File: src/rtl/osc_acq_ctrl_if.sv
`default_nettype none
// ============================================================================
//  Module      : osc_acq_ctrl_if
//  Description : Sample-stream, trigger-control and capture-RAM write bundle
//                for the oscilloscope acquisition sequencer.
//                Optional macro OSC_PRETRIG_EN adds the trig_addr status.
//  Revision    : 1.0 - initial release
// ============================================================================
interface osc_acq_ctrl_if #(
    parameter int SAMPLE_W = 8,
    parameter int LEVEL_W  = 6,
    parameter int ADDR_W   = 9
);
    logic                sample_valid;
    logic [SAMPLE_W-1:0] sample;
    logic [LEVEL_W-1:0]  level;
    logic                slope;
    logic                mode;
    logic [1:0]          time_per_div;
    logic                disp_vsync;
    logic                wr_en;
    logic [ADDR_W-1:0]   wr_addr;
    logic [SAMPLE_W-1:0] wr_data;
    logic                wr_bank;
    logic                disp_bank;
    logic                frame_ready;
    logic                triggered;
    logic                auto_fired;
`ifdef OSC_PRETRIG_EN
    logic [ADDR_W-1:0]   trig_addr;

    modport master (
        output sample_valid, sample, level, slope, mode, time_per_div, disp_vsync,
        input  wr_en, wr_addr, wr_data, wr_bank, disp_bank, frame_ready,
               triggered, auto_fired, trig_addr
    );
    modport slave (
        input  sample_valid, sample, level, slope, mode, time_per_div, disp_vsync,
        output wr_en, wr_addr, wr_data, wr_bank, disp_bank, frame_ready,
               triggered, auto_fired, trig_addr
    );
`else
    modport master (
        output sample_valid, sample, level, slope, mode, time_per_div, disp_vsync,
        input  wr_en, wr_addr, wr_data, wr_bank, disp_bank, frame_ready,
               triggered, auto_fired
    );
    modport slave (
        input  sample_valid, sample, level, slope, mode, time_per_div, disp_vsync,
        output wr_en, wr_addr, wr_data, wr_bank, disp_bank, frame_ready,
               triggered, auto_fired
    );
`endif
endinterface
`default_nettype wire

File: src/rtl/osc_acq_ctrl.sv
`default_nettype none
// ============================================================================
//  Module      : osc_acq_ctrl
//  Description : Oscilloscope acquisition sequencer. Decimates the ADC stream,
//                detects level/slope triggers (with auto timeout), captures
//                one frame into the write bank of a ping-pong RAM and swaps
//                banks with the display on vertical sync.
//                Optional macro OSC_PRETRIG_EN: circular pre-trigger capture
//                with half-depth history and a trig_addr status output.
//  Revision    : 1.0 - initial release
// ============================================================================
module osc_acq_ctrl #(
    parameter int SAMPLE_W     = 8,
    parameter int LEVEL_W      = 6,
    parameter int ADDR_W       = 9,
    parameter int AUTO_TIMEOUT = 1024
) (
    input  wire logic         clk,
    input  wire logic         rst,
    osc_acq_ctrl_if.slave     bus
);
    localparam int DEPTH = 2 ** ADDR_W;
    localparam int PAD_W = SAMPLE_W - LEVEL_W;
    localparam int TMO_W = $clog2(AUTO_TIMEOUT) + 1;
`ifdef OSC_PRETRIG_EN
    localparam logic [ADDR_W-1:0] c_post_writes = ADDR_W'(DEPTH / 2);
`else
    localparam logic [ADDR_W-1:0] c_post_writes = ADDR_W'(DEPTH - 1);
`endif

    localparam logic [1:0] S_ARM  = 2'd0;
    localparam logic [1:0] S_WAIT = 2'd1;
    localparam logic [1:0] S_CAP  = 2'd2;
    localparam logic [1:0] S_HOLD = 2'd3;

    logic [1:0]          r_state;
    logic [1:0]          w_next_state;
    logic [5:0]          r_dec_cnt;
    logic [5:0]          r_dec_max;     // decimation factor minus one
    logic [SAMPLE_W-1:0] r_prev;
    logic                r_prev_valid;
    logic [TMO_W-1:0]    r_tmo_cnt;     // saturates at AUTO_TIMEOUT-1
    logic [ADDR_W-1:0]   r_ptr;         // next write address
    logic [ADDR_W-1:0]   r_remain;      // writes still owed in CAPTURE

    logic                w_taken;
    logic [SAMPLE_W-1:0] w_level;
    logic                w_rise;
    logic                w_fall;
    logic                w_hit;
    logic                w_force;
    logic                w_trig;
    logic                w_last;
    logic                w_write;
    logic [ADDR_W-1:0]   w_addr;

    assign w_taken = bus.sample_valid && (r_dec_cnt == 6'd0);
    assign w_level = SAMPLE_W'(bus.level) << PAD_W;

    // State register
    always_ff @(posedge clk) begin
        if (!rst) r_state <= S_ARM;
        else      r_state <= w_next_state;
    end

    // Next-state decode
    always_comb begin
        w_next_state = r_state;
        case (r_state)
            S_ARM:   w_next_state = S_WAIT;
            S_WAIT:  if (w_trig) w_next_state = S_CAP;
            S_CAP:   if (w_last) w_next_state = S_HOLD;
            S_HOLD:  if (bus.disp_vsync) w_next_state = S_ARM;
            default: w_next_state = S_ARM;
        endcase
    end

    // Trigger detection and write-strobe decode
    always_comb begin
        w_rise  = r_prev_valid && (r_prev < w_level) && (bus.sample >= w_level);
        w_fall  = r_prev_valid && (r_prev >= w_level) && (bus.sample < w_level);
        w_hit   = bus.slope ? w_fall : w_rise;
        w_force = bus.mode && !w_hit && (r_tmo_cnt == TMO_W'(AUTO_TIMEOUT - 1));
        w_trig  = (r_state == S_WAIT) && w_taken && (w_hit || w_force);
        w_last  = (r_state == S_CAP) && w_taken && (r_remain == ADDR_W'(1));
`ifdef OSC_PRETRIG_EN
        w_write = w_taken && ((r_state == S_WAIT) || (r_state == S_CAP));
        w_addr  = r_ptr;
`else
        w_write = w_trig || ((r_state == S_CAP) && w_taken);
        w_addr  = w_trig ? '0 : r_ptr;
`endif
    end

    // Datapath: decimation, trigger history, RAM writes, bank handoff
    always_ff @(posedge clk) begin
        if (!rst) begin
            r_dec_cnt        <= '0;
            r_dec_max        <= '0;
            r_prev           <= '0;
            r_prev_valid     <= 1'b0;
            r_tmo_cnt        <= '0;
            r_ptr            <= '0;
            r_remain         <= '0;
            bus.wr_en        <= 1'b0;
            bus.wr_addr      <= '0;
            bus.wr_data      <= '0;
            bus.wr_bank      <= 1'b0;
            bus.disp_bank    <= 1'b1;
            bus.frame_ready  <= 1'b0;
            bus.triggered    <= 1'b0;
            bus.auto_fired   <= 1'b0;
`ifdef OSC_PRETRIG_EN
            bus.trig_addr    <= '0;
`endif
        end else begin
            bus.wr_en <= w_write;
            if (w_write) begin
                bus.wr_addr <= w_addr;
                bus.wr_data <= bus.sample;
                r_ptr       <= w_addr + ADDR_W'(1);
            end
            if (bus.sample_valid)
                r_dec_cnt <= (r_dec_cnt >= r_dec_max) ? 6'd0 : r_dec_cnt + 6'd1;

            case (r_state)
                S_ARM: begin
                    r_prev_valid   <= 1'b0;
                    r_tmo_cnt      <= '0;
                    r_ptr          <= '0;
                    bus.auto_fired <= 1'b0;
                    case (bus.time_per_div)
                        2'd0:    r_dec_max <= 6'd0;
                        2'd1:    r_dec_max <= 6'd3;
                        2'd2:    r_dec_max <= 6'd15;
                        default: r_dec_max <= 6'd63;
                    endcase
                end
                S_WAIT: begin
                    if (w_taken) begin
                        r_prev       <= bus.sample;
                        r_prev_valid <= 1'b1;
                        if (!w_trig && (r_tmo_cnt != TMO_W'(AUTO_TIMEOUT - 1)))
                            r_tmo_cnt <= r_tmo_cnt + TMO_W'(1);
                    end
                    if (w_trig) begin
                        bus.triggered  <= 1'b1;
                        bus.auto_fired <= w_force;
                        r_remain       <= c_post_writes;
`ifdef OSC_PRETRIG_EN
                        bus.trig_addr  <= r_ptr;
`endif
                    end
                end
                S_CAP: begin
                    if (w_taken) r_remain <= r_remain - ADDR_W'(1);
                    if (w_last)  bus.frame_ready <= 1'b1;
                end
                default: begin
                    if (bus.disp_vsync) begin
                        bus.disp_bank   <= bus.wr_bank;
                        bus.wr_bank     <= ~bus.wr_bank;
                        bus.frame_ready <= 1'b0;
                        bus.triggered   <= 1'b0;
                    end
                end
            endcase
        end
    end
endmodule
`default_nettype wire

File: src/flat_wrapper.sv
// flat-port wrapper written by rule: the top's interface ports become plain ports
module osc_acq_ctrl_flat 
#(
    parameter int SAMPLE_W     = 8,
    parameter int LEVEL_W      = 6,
    parameter int ADDR_W       = 9,
    parameter int AUTO_TIMEOUT = 1024
)
  (clk, rst, bus_sample_valid, bus_sample, bus_level, bus_slope, bus_mode, bus_time_per_div, bus_disp_vsync, bus_wr_en, bus_wr_addr, bus_wr_data, bus_wr_bank, bus_disp_bank, bus_frame_ready, bus_triggered, bus_auto_fired);
  osc_acq_ctrl_if #(.SAMPLE_W(SAMPLE_W), .LEVEL_W(LEVEL_W), .ADDR_W(ADDR_W)) bus_i ();
  input  wire logic clk;
  input  wire logic rst;
  input wire logic [$bits(bus_i.sample_valid)-1:0] bus_sample_valid;
  input wire logic [$bits(bus_i.sample)-1:0] bus_sample;
  input wire logic [$bits(bus_i.level)-1:0] bus_level;
  input wire logic [$bits(bus_i.slope)-1:0] bus_slope;
  input wire logic [$bits(bus_i.mode)-1:0] bus_mode;
  input wire logic [$bits(bus_i.time_per_div)-1:0] bus_time_per_div;
  input wire logic [$bits(bus_i.disp_vsync)-1:0] bus_disp_vsync;
  output wire logic [$bits(bus_i.wr_en)-1:0] bus_wr_en;
  output wire logic [$bits(bus_i.wr_addr)-1:0] bus_wr_addr;
  output wire logic [$bits(bus_i.wr_data)-1:0] bus_wr_data;
  output wire logic [$bits(bus_i.wr_bank)-1:0] bus_wr_bank;
  output wire logic [$bits(bus_i.disp_bank)-1:0] bus_disp_bank;
  output wire logic [$bits(bus_i.frame_ready)-1:0] bus_frame_ready;
  output wire logic [$bits(bus_i.triggered)-1:0] bus_triggered;
  output wire logic [$bits(bus_i.auto_fired)-1:0] bus_auto_fired;
  assign bus_i.sample_valid = bus_sample_valid;
  assign bus_i.sample = bus_sample;
  assign bus_i.level = bus_level;
  assign bus_i.slope = bus_slope;
  assign bus_i.mode = bus_mode;
  assign bus_i.time_per_div = bus_time_per_div;
  assign bus_i.disp_vsync = bus_disp_vsync;
  assign bus_wr_en = bus_i.wr_en;
  assign bus_wr_addr = bus_i.wr_addr;
  assign bus_wr_data = bus_i.wr_data;
  assign bus_wr_bank = bus_i.wr_bank;
  assign bus_disp_bank = bus_i.disp_bank;
  assign bus_frame_ready = bus_i.frame_ready;
  assign bus_triggered = bus_i.triggered;
  assign bus_auto_fired = bus_i.auto_fired;
  osc_acq_ctrl #(.SAMPLE_W(SAMPLE_W), .LEVEL_W(LEVEL_W), .ADDR_W(ADDR_W), .AUTO_TIMEOUT(AUTO_TIMEOUT)) u_core (.clk(clk), .rst(rst), .bus(bus_i));
endmodule
File: config.mk
export PLATFORM = sky130hd
export DESIGN_NAME = osc_acq_ctrl_flat
export DESIGN_NICKNAME = d
export VERILOG_FILES = /design/src/rtl/osc_acq_ctrl_if.sv /design/src/rtl/osc_acq_ctrl.sv /design/src/flat_wrapper.sv
export SDC_FILE = /design/constraint.sdc
export NUM_CORES = 1
export LEC_CHECK = 0
export CORE_UTILIZATION = 25
export CTS_BUF_LIST = sky130_fd_sc_hd__clkbuf_8
export CTS_CLUSTER_SIZE = 40
export DETAILED_ROUTE_END_ITERATION = 8
export PLACE_DENSITY_LB_ADDON = 0.3
export SLEW_MARGIN = 25
export SYNTH_ARGS = -nofsm -noshare
export SYNTH_HDL_FRONTEND = slang
export SYNTH_SLANG_ARGS = --single-unit
File: constraint.sdc
create_clock -name clk -period 6 [get_ports clk]
set_input_delay 1.2 -clock clk [delete_from_list [all_inputs] [get_ports clk]]
set_output_delay 1.2 -clock clk [all_outputs]
set_load 0.02 [all_outputs]
==> flow_summary.toml <==
[critical_path]
worstSetupPathType = "input port to flop"
path_cells = "clkdlybuf4s50_1, inv_1, ha_1, a21oi_1, o21ai_0, o2111a_1, or2_2, o21bai_1, and2_1, ha_1, nand3_1, nor2_1, xnor2_1, nor2_1"
cpPeakStageDelay_ps = 590
crit_family = "compound AO/OA/AOI/OAI gates"
cp_num_buf_inv = 2
cp-start-kind = "input port"
crit_arrival_ps = 4470
cp-end-kind = "flop"
worstPathRequired_ps = 6250
critPathMaxFanout = 12
cp_slowest_cell = "o21bai_1"

[route]
ant_nets = 0
wl_mm = 8.15
via_count = 2973
wl_per_cell_um = 12.4
drtIter0Drc = 86
drc_errors = 0
drt-vias-per-instance = 4.53
drt_pre_antenna_iters = 4

[global_routing]
grt_use_met1_pct = 13.1
overflow = 0
grt_most_used_layer = "met2"
grt_max_degree = 37
antenna_found_initial = 0
gr-usage-all-layers_pct = 11.0
grt_pass1_wl_mm = 13.8
grt_pass1_vias = 2889
grt_use_met3_pct = 2.45
met2_usage_pct = 18.4

[synthesis]
synthFlopType = "dfxtp_1"
synthSimpleGateAreaFrac_pct = 25.7
syn_inst = 428
yosys.area_share.adder_pct = 9.31
synthMuxAreaShare_pct = 4.79
ys_types = 53
syn-num-nets = 478
synth_top_family_by_area = "simple AND/OR/NAND/NOR gates"
synth_most_common_cell = "dfxtp_1"
synth_top_area_share_pct = 38.3
avgSynthCellArea_um2 = 8.79
synth_compound_area_share_pct = 11.1
synth-edff-count = 0
yosysWarnings = 0
ys_top_cells_by_area = "dfxtp_1 38%, ha_1 9.3%, nand2_1 5.6%"
synth_xor_area_share_pct = 6.29
ys_ff_latch = 72
syn_area_mm2 = 0.00376
synthArstFlopShare_pct = 0
netlist_top_cells_count = "72 x dfxtp_1, 56 x nand2_1, 31 x nor2_1"
yosys.area.top_type = "dfxtp_1"
ys_seq_area_share_pct = 38.3

[power]
power_density_mw_per_mm2 = 287
clkPwrFrac_pct = 26.5
p_sw_share_pct = 34.7
vdd_drop_max_uv = 111
seq_power_share_pct = 43.1
comb_power_share_pct = 30.4
p_int_uw = 853
switching_power_uw = 453
p_leak_nw = 1.77

[final_layout]
fin_area_mm2 = 0.00455
final_util_pct = 31.2
layout-drive-gt1-share_pct = 6.13
finalNetCount = 518
n_antenna_cell = 0
syn_to_final_growth_pct = 20.9

[clocking]
postCtsSetupBuffers = 0
clock_latency_ps = 370
cts_hold_buf = 0
cts-root-buf = "clkbuf_8"
htree_levels = 3
cts_tree = "done"
cts.clk_slew.worst_paths_ps = 80
clockBufferDepth = 2
numCtsBuffers = 9
clkSinkCount = 72
ctsResizeCount = 0

[timing]
rsz0062_at_grt = "false"
fin_skew_ps = 22.4
period_needed_ps = 4220
relSlewSlack_pct = 43.3
slew_violations = 0
setup_tns_ps = 0
hold_violations = 0
finalCritPeriodShare_pct = 70.3
fmax_ghz = 0.237
worstMarginPinSlew_ps = 847
fin_ws_ps = 1780
finalSetupViolCount = 0

[job]
maxCapViolCount = 0

[placed_design]
portBuffers = 44
place_congestion = 0.791
place_area_mm2 = 0.00437
dp_hpwl_mm = 6.05
pre_cts_ws_ps = 1430

[floorplanning]
die_y_um = 125
dieArea_mm2 = 0.0155
core.rowCount = 44
fp.coreArea_mm2 = 0.0146
die_w_um = 125
ioPinCount = 45
initial_core_util_pct = 25.8

[min_path]
min_path_type = "flop to flop"

[run_status]
status = "finished clean"
[state kept, by name, indices dropped and copies added (netlist names)]
signal and flops:
u_core.bus.wr_en 1, u_core.bus.wr_data 8, u_core.r_tmo_cnt 11, u_core.r_dec_max 3, u_core.r_remain 9, u_core.r_ptr 9
u_core.bus.wr_addr 9, u_core.bus.auto_fired 1, u_core.bus.frame_ready 1, u_core.r_prev_valid 1, u_core.r_dec_cnt 6, u_core.bus.wr_bank 1
u_core.bus.triggered 1, u_core.bus.disp_bank 1, u_core.r_state 2, u_core.r_prev 8
[power by group through the flow]
stage / registers [mW] / clock network, mW / logic, mW
global placement: 0.572 / 0 / 0.392
global route: 0.569 / 0.384 / 0.448
CTS: 0.563 / 0.361 / 0.402
detailed placement: 0.573 / 0 / 0.399
finish: 0.563 / 0.346 / 0.397
floorplan: 0.573 / 0 / 0.297
[worst register-to-register path, stage by stage, from the launching register on]
cell and delay (ps):
dfxtp_1 340, inv_1 50, ha_1 260, nor4bb_1 130, o31ai_1 260, a2111oi_2 150, or2_2 300, o21bai_1 590
and2_1 230, ha_1 210, nand3_1 120, nor2_1 150, xnor2_1 130, nor2_1 50
[layout make-up]
cell class	instances	area (um^2)
multi-input combinational	314	2160
timing repair buffer	45	448
inverter	26	97.6
clock inverter	7	47.5
tap	184	230
clock buffer	9	124
sequential	72	1440
fill	1523	10000
[final timing paths]
kind              cells past startpoint  slack (ps)                     to                   from
hold / removal                        2         460  u_core.bus.wr_addr[5]  u_core.bus.wr_addr[5]
setup / recovery                     14        1780        u_core.r_ptr[8]           bus_level[5]
setup reg to reg                     13        2940        u_core.r_ptr[8]       u_core.r_prev[2]
hold reg to reg                       2         460  u_core.bus.wr_addr[5]  u_core.bus.wr_addr[5]
[through the flow]
stage                     power [mW]  cells  hold slack (ps)
after floorplan                0.870    428              444
after global placement         0.964    641              446
after detailed placement       0.972    641              452
after CTS                       1.33    657              464
after global routing            1.40    657              475
final                           1.31    657              457
[logic make-up after synthesis]
family,after synthesis
and+or+nand+nor,177
xor gates and xnor gates,27
adders and majority gates,28
DFF,72
muxes,18
AOI/OAI and AO/OA,64
buffers and inverters,42
[metal layers]
metal,wire (um),share of wire (%)
met2,3940,48
met5,0,0
met4,166,2.0
met3,181,2.2
met1,3860,47
[cell usage in the layout (no fill, tap or decap), types with 13 or more instances in the layout]
cell type / instances
mux2i_1: 18
nand2_1: 56
nor2b_1: 13
nand3_1: 13
nor2_1: 31
xnor2_1: 20
dfxtp_1: 72
clkdlybuf4s50_1: 44
o21ai_0: 14
inv_1: 27
ha_1: 28
a21oi_1: 19
Note: power is estimated with default switching activity, not from simulation.
==> patch (config.mk and constraints unchanged) <==
`AUTO_TIMEOUT` is set to 1024 in 2 places; all go to 256.
--- a/src/rtl/osc_acq_ctrl.sv
+++ b/src/rtl/osc_acq_ctrl.sv
@@ -13,7 +13,7 @@
     parameter int SAMPLE_W     = 8,
     parameter int LEVEL_W      = 6,
     parameter int ADDR_W       = 9,
-    parameter int AUTO_TIMEOUT = 1024
+    parameter int AUTO_TIMEOUT = 256
 ) (
     input  wire logic         clk,
     input  wire logic         rst,
--- a/src/flat_wrapper.sv
+++ b/src/flat_wrapper.sv
@@ -4,7 +4,7 @@
     parameter int SAMPLE_W     = 8,
     parameter int LEVEL_W      = 6,
     parameter int ADDR_W       = 9,
-    parameter int AUTO_TIMEOUT = 1024
+    parameter int AUTO_TIMEOUT = 256
 )
   (clk, rst, bus_sample_valid, bus_sample, bus_level, bus_slope, bus_mode, bus_time_per_div, bus_disp_vsync, bus_wr_en, bus_wr_addr, bus_wr_data, bus_wr_bank, bus_disp_bank, bus_frame_ready, bus_triggered, bus_auto_fired);
   osc_acq_ctrl_if #(.SAMPLE_W(SAMPLE_W), .LEVEL_W(LEVEL_W), .ADDR_W(ADDR_W)) bus_i ();
Behaviour: no difference found for any inputs over 10 cycles, from zero or initial values and one cycle with rst low; that may be too few to reach the edited logic, so the function may still have changed.
==> patch against the original RTL <==
  * Sequential cell count shrank 2
  * Fmax grew 15%
  * Utilization grew 1.3 points
  * Via count shrank 1.3%
  * Power grew 9.9%
  * Worst setup slack gained 550 ps
  * Synthesized area shrank 6.6%
  * Wire length shrank 2.5%
  * Worst hold slack lost 1.3 ps
  * Design area shrank 4.1%
  * Highest routed layer unchanged
==> patch: results (changes against the original RTL) <==
first-pass GRT wire length 13540 um (was 13780 um); H-Tree Depth 3 (unchanged); CP Capture Point u_core.bus.wr_data[0] (was u_core.r_ptr[8]); initial DRC count 175 (was 86); ys async rst share 0% (unchanged); clock-pin slew of the registers on the worst-case setup and hold paths 80 ps (about the same); met1 WL 3899 um (was 3862 um); Critical Path Slowest Stage Cell o31ai_2 (was o21bai_1); CP max FO 16 (was 12); GRT Total Usage 11.86% (was 10.99%); worst-case reg-to-reg path depth 8 (was 13); count leader, synth dfxtp_1 (unchanged); clock latency reported for the late side of the worst-skew pair 350 ps (was 370 ps); Detailed Route WL 7943 um (was 8150 um); vias per cell 4.590 (was 4.525); sw power 0.4901 mW (was 0.4529 mW); sequential power 0.549 mW (was 0.563 mW); Worst Hold Launch u_core.bus.wr_addr[3] (was u_core.bus.wr_addr[5]); Filler Cell Count 1416 (was 1523); clock share of power 30.6% (was 26.5%); sequential element share of the synthesized area 39.90% (was 38.32%); CP max stage delay 540 ps (was 590 ps); Crit path arrival time 3890 ps (was 4470 ps); Top delay family on crit path compound AO/OA/AOI/OAI gates (unchanged); grt met3 use 3.915% (was 2.448%); post-cts sizing count 0 (unchanged); syn_nets 466 (was 478); leakage 1.619 nW (was 1.767 nW); Rel. slew slack 51.45% (was 43.31%); reg-to-reg slack, setup 3400 ps (was 2940 ps); clock root buffer clkbuf_8 (unchanged); Worst Skew 8.325 ps (was 22.45 ps); clock tree buffer depth 2 (unchanged); met1 Usage GRT 14.88% (was 13.15%); Peak supply drop 0.09621 mV (was 0.1113 mV); M2 GR Usage 18.79% (was 18.39%); reg-to-reg endpoint u_core.bus.wr_data[0] (was u_core.r_ptr[8]); hpwl dp 5914 um (was 6047 um); vias in the first global route 2883 (was 2889); share of cells above drive strength 1 6.695% (was 6.131%); Synth cell types 51 (was 53); largest net degree at the start of global routing 28 (was 37); most frequent cells after synthesis dfxtp_1 (70), nand2_1 (65), nor2_1 (36) (was dfxtp_1 (72), nand2_1 (56), nor2_1 (31)); synth top area cells dfxtp_1 (40%), ha_1 (10%), nand2_1 (6.9%), a21oi_1 (4.8%), nor2_1 (3.8%) (was dfxtp_1 (38%), ha_1 (9.3%), nand2_1 (5.6%), mux2i_1 (4.8%), xnor2_1 (4.7%)); fin nets 508 (was 518); run status completed (unchanged); FF-to-FF Start u_core.r_prev[7] (was u_core.r_prev[2]); DR WL met2 3519 um (was 3941 um); Antenna diodes 0 (unchanged); Fin Hold WS 455.7 ps (was 457.0 ps); gp weighted congestion 0.7715 (was 0.7907); Max Used Layer met4 (unchanged); Worst Hold Path EP u_core.bus.wr_addr[3] (was u_core.bus.wr_addr[5]); global route overflow 0 (unchanged); met3 wire length 422 um (was 181 um)
patch: cell type report:
cell class | count | share of cell area, %
clock buffer | 11 | 3.472
multi-input combinational | 307 | 44.96
timing repair buffer | 46 | 10.44
tap | 176 | 5.050
inverter | 24 | 2.066
clock inverter | 5 | 1.865
sequential | 70 | 32.14
patch: logic make-up after synthesis:
logic type	after synthesis	synth area share [%]
AND/OR/NAND/NOR	171	24.40
AO/OA/AOI/OAI	80	14.36
flip-flops	70	39.90
buffers and inverters	39	4.275
adder cells (fa/ha/maj)	28	9.975
XOR/XNOR	25	6.234
multiplexers	3	0.8550
patch: metrics by stage:
stage | worst slack [ps] | cell area, um^2 | total power, mW | std cells
final | 2336 | 4360 | 1.435 | 639
after global routing | 2066 | 4360 | 1.535 | 639
after CTS | 2285 | 4360 | 1.450 | 639
after detailed placement | 1917 | 4128 | 1.006 | 623
after global placement | 1932 | 4128 | 0.9949 | 623
after floorplan | 2650 | 3512 | 0.8882 | 416
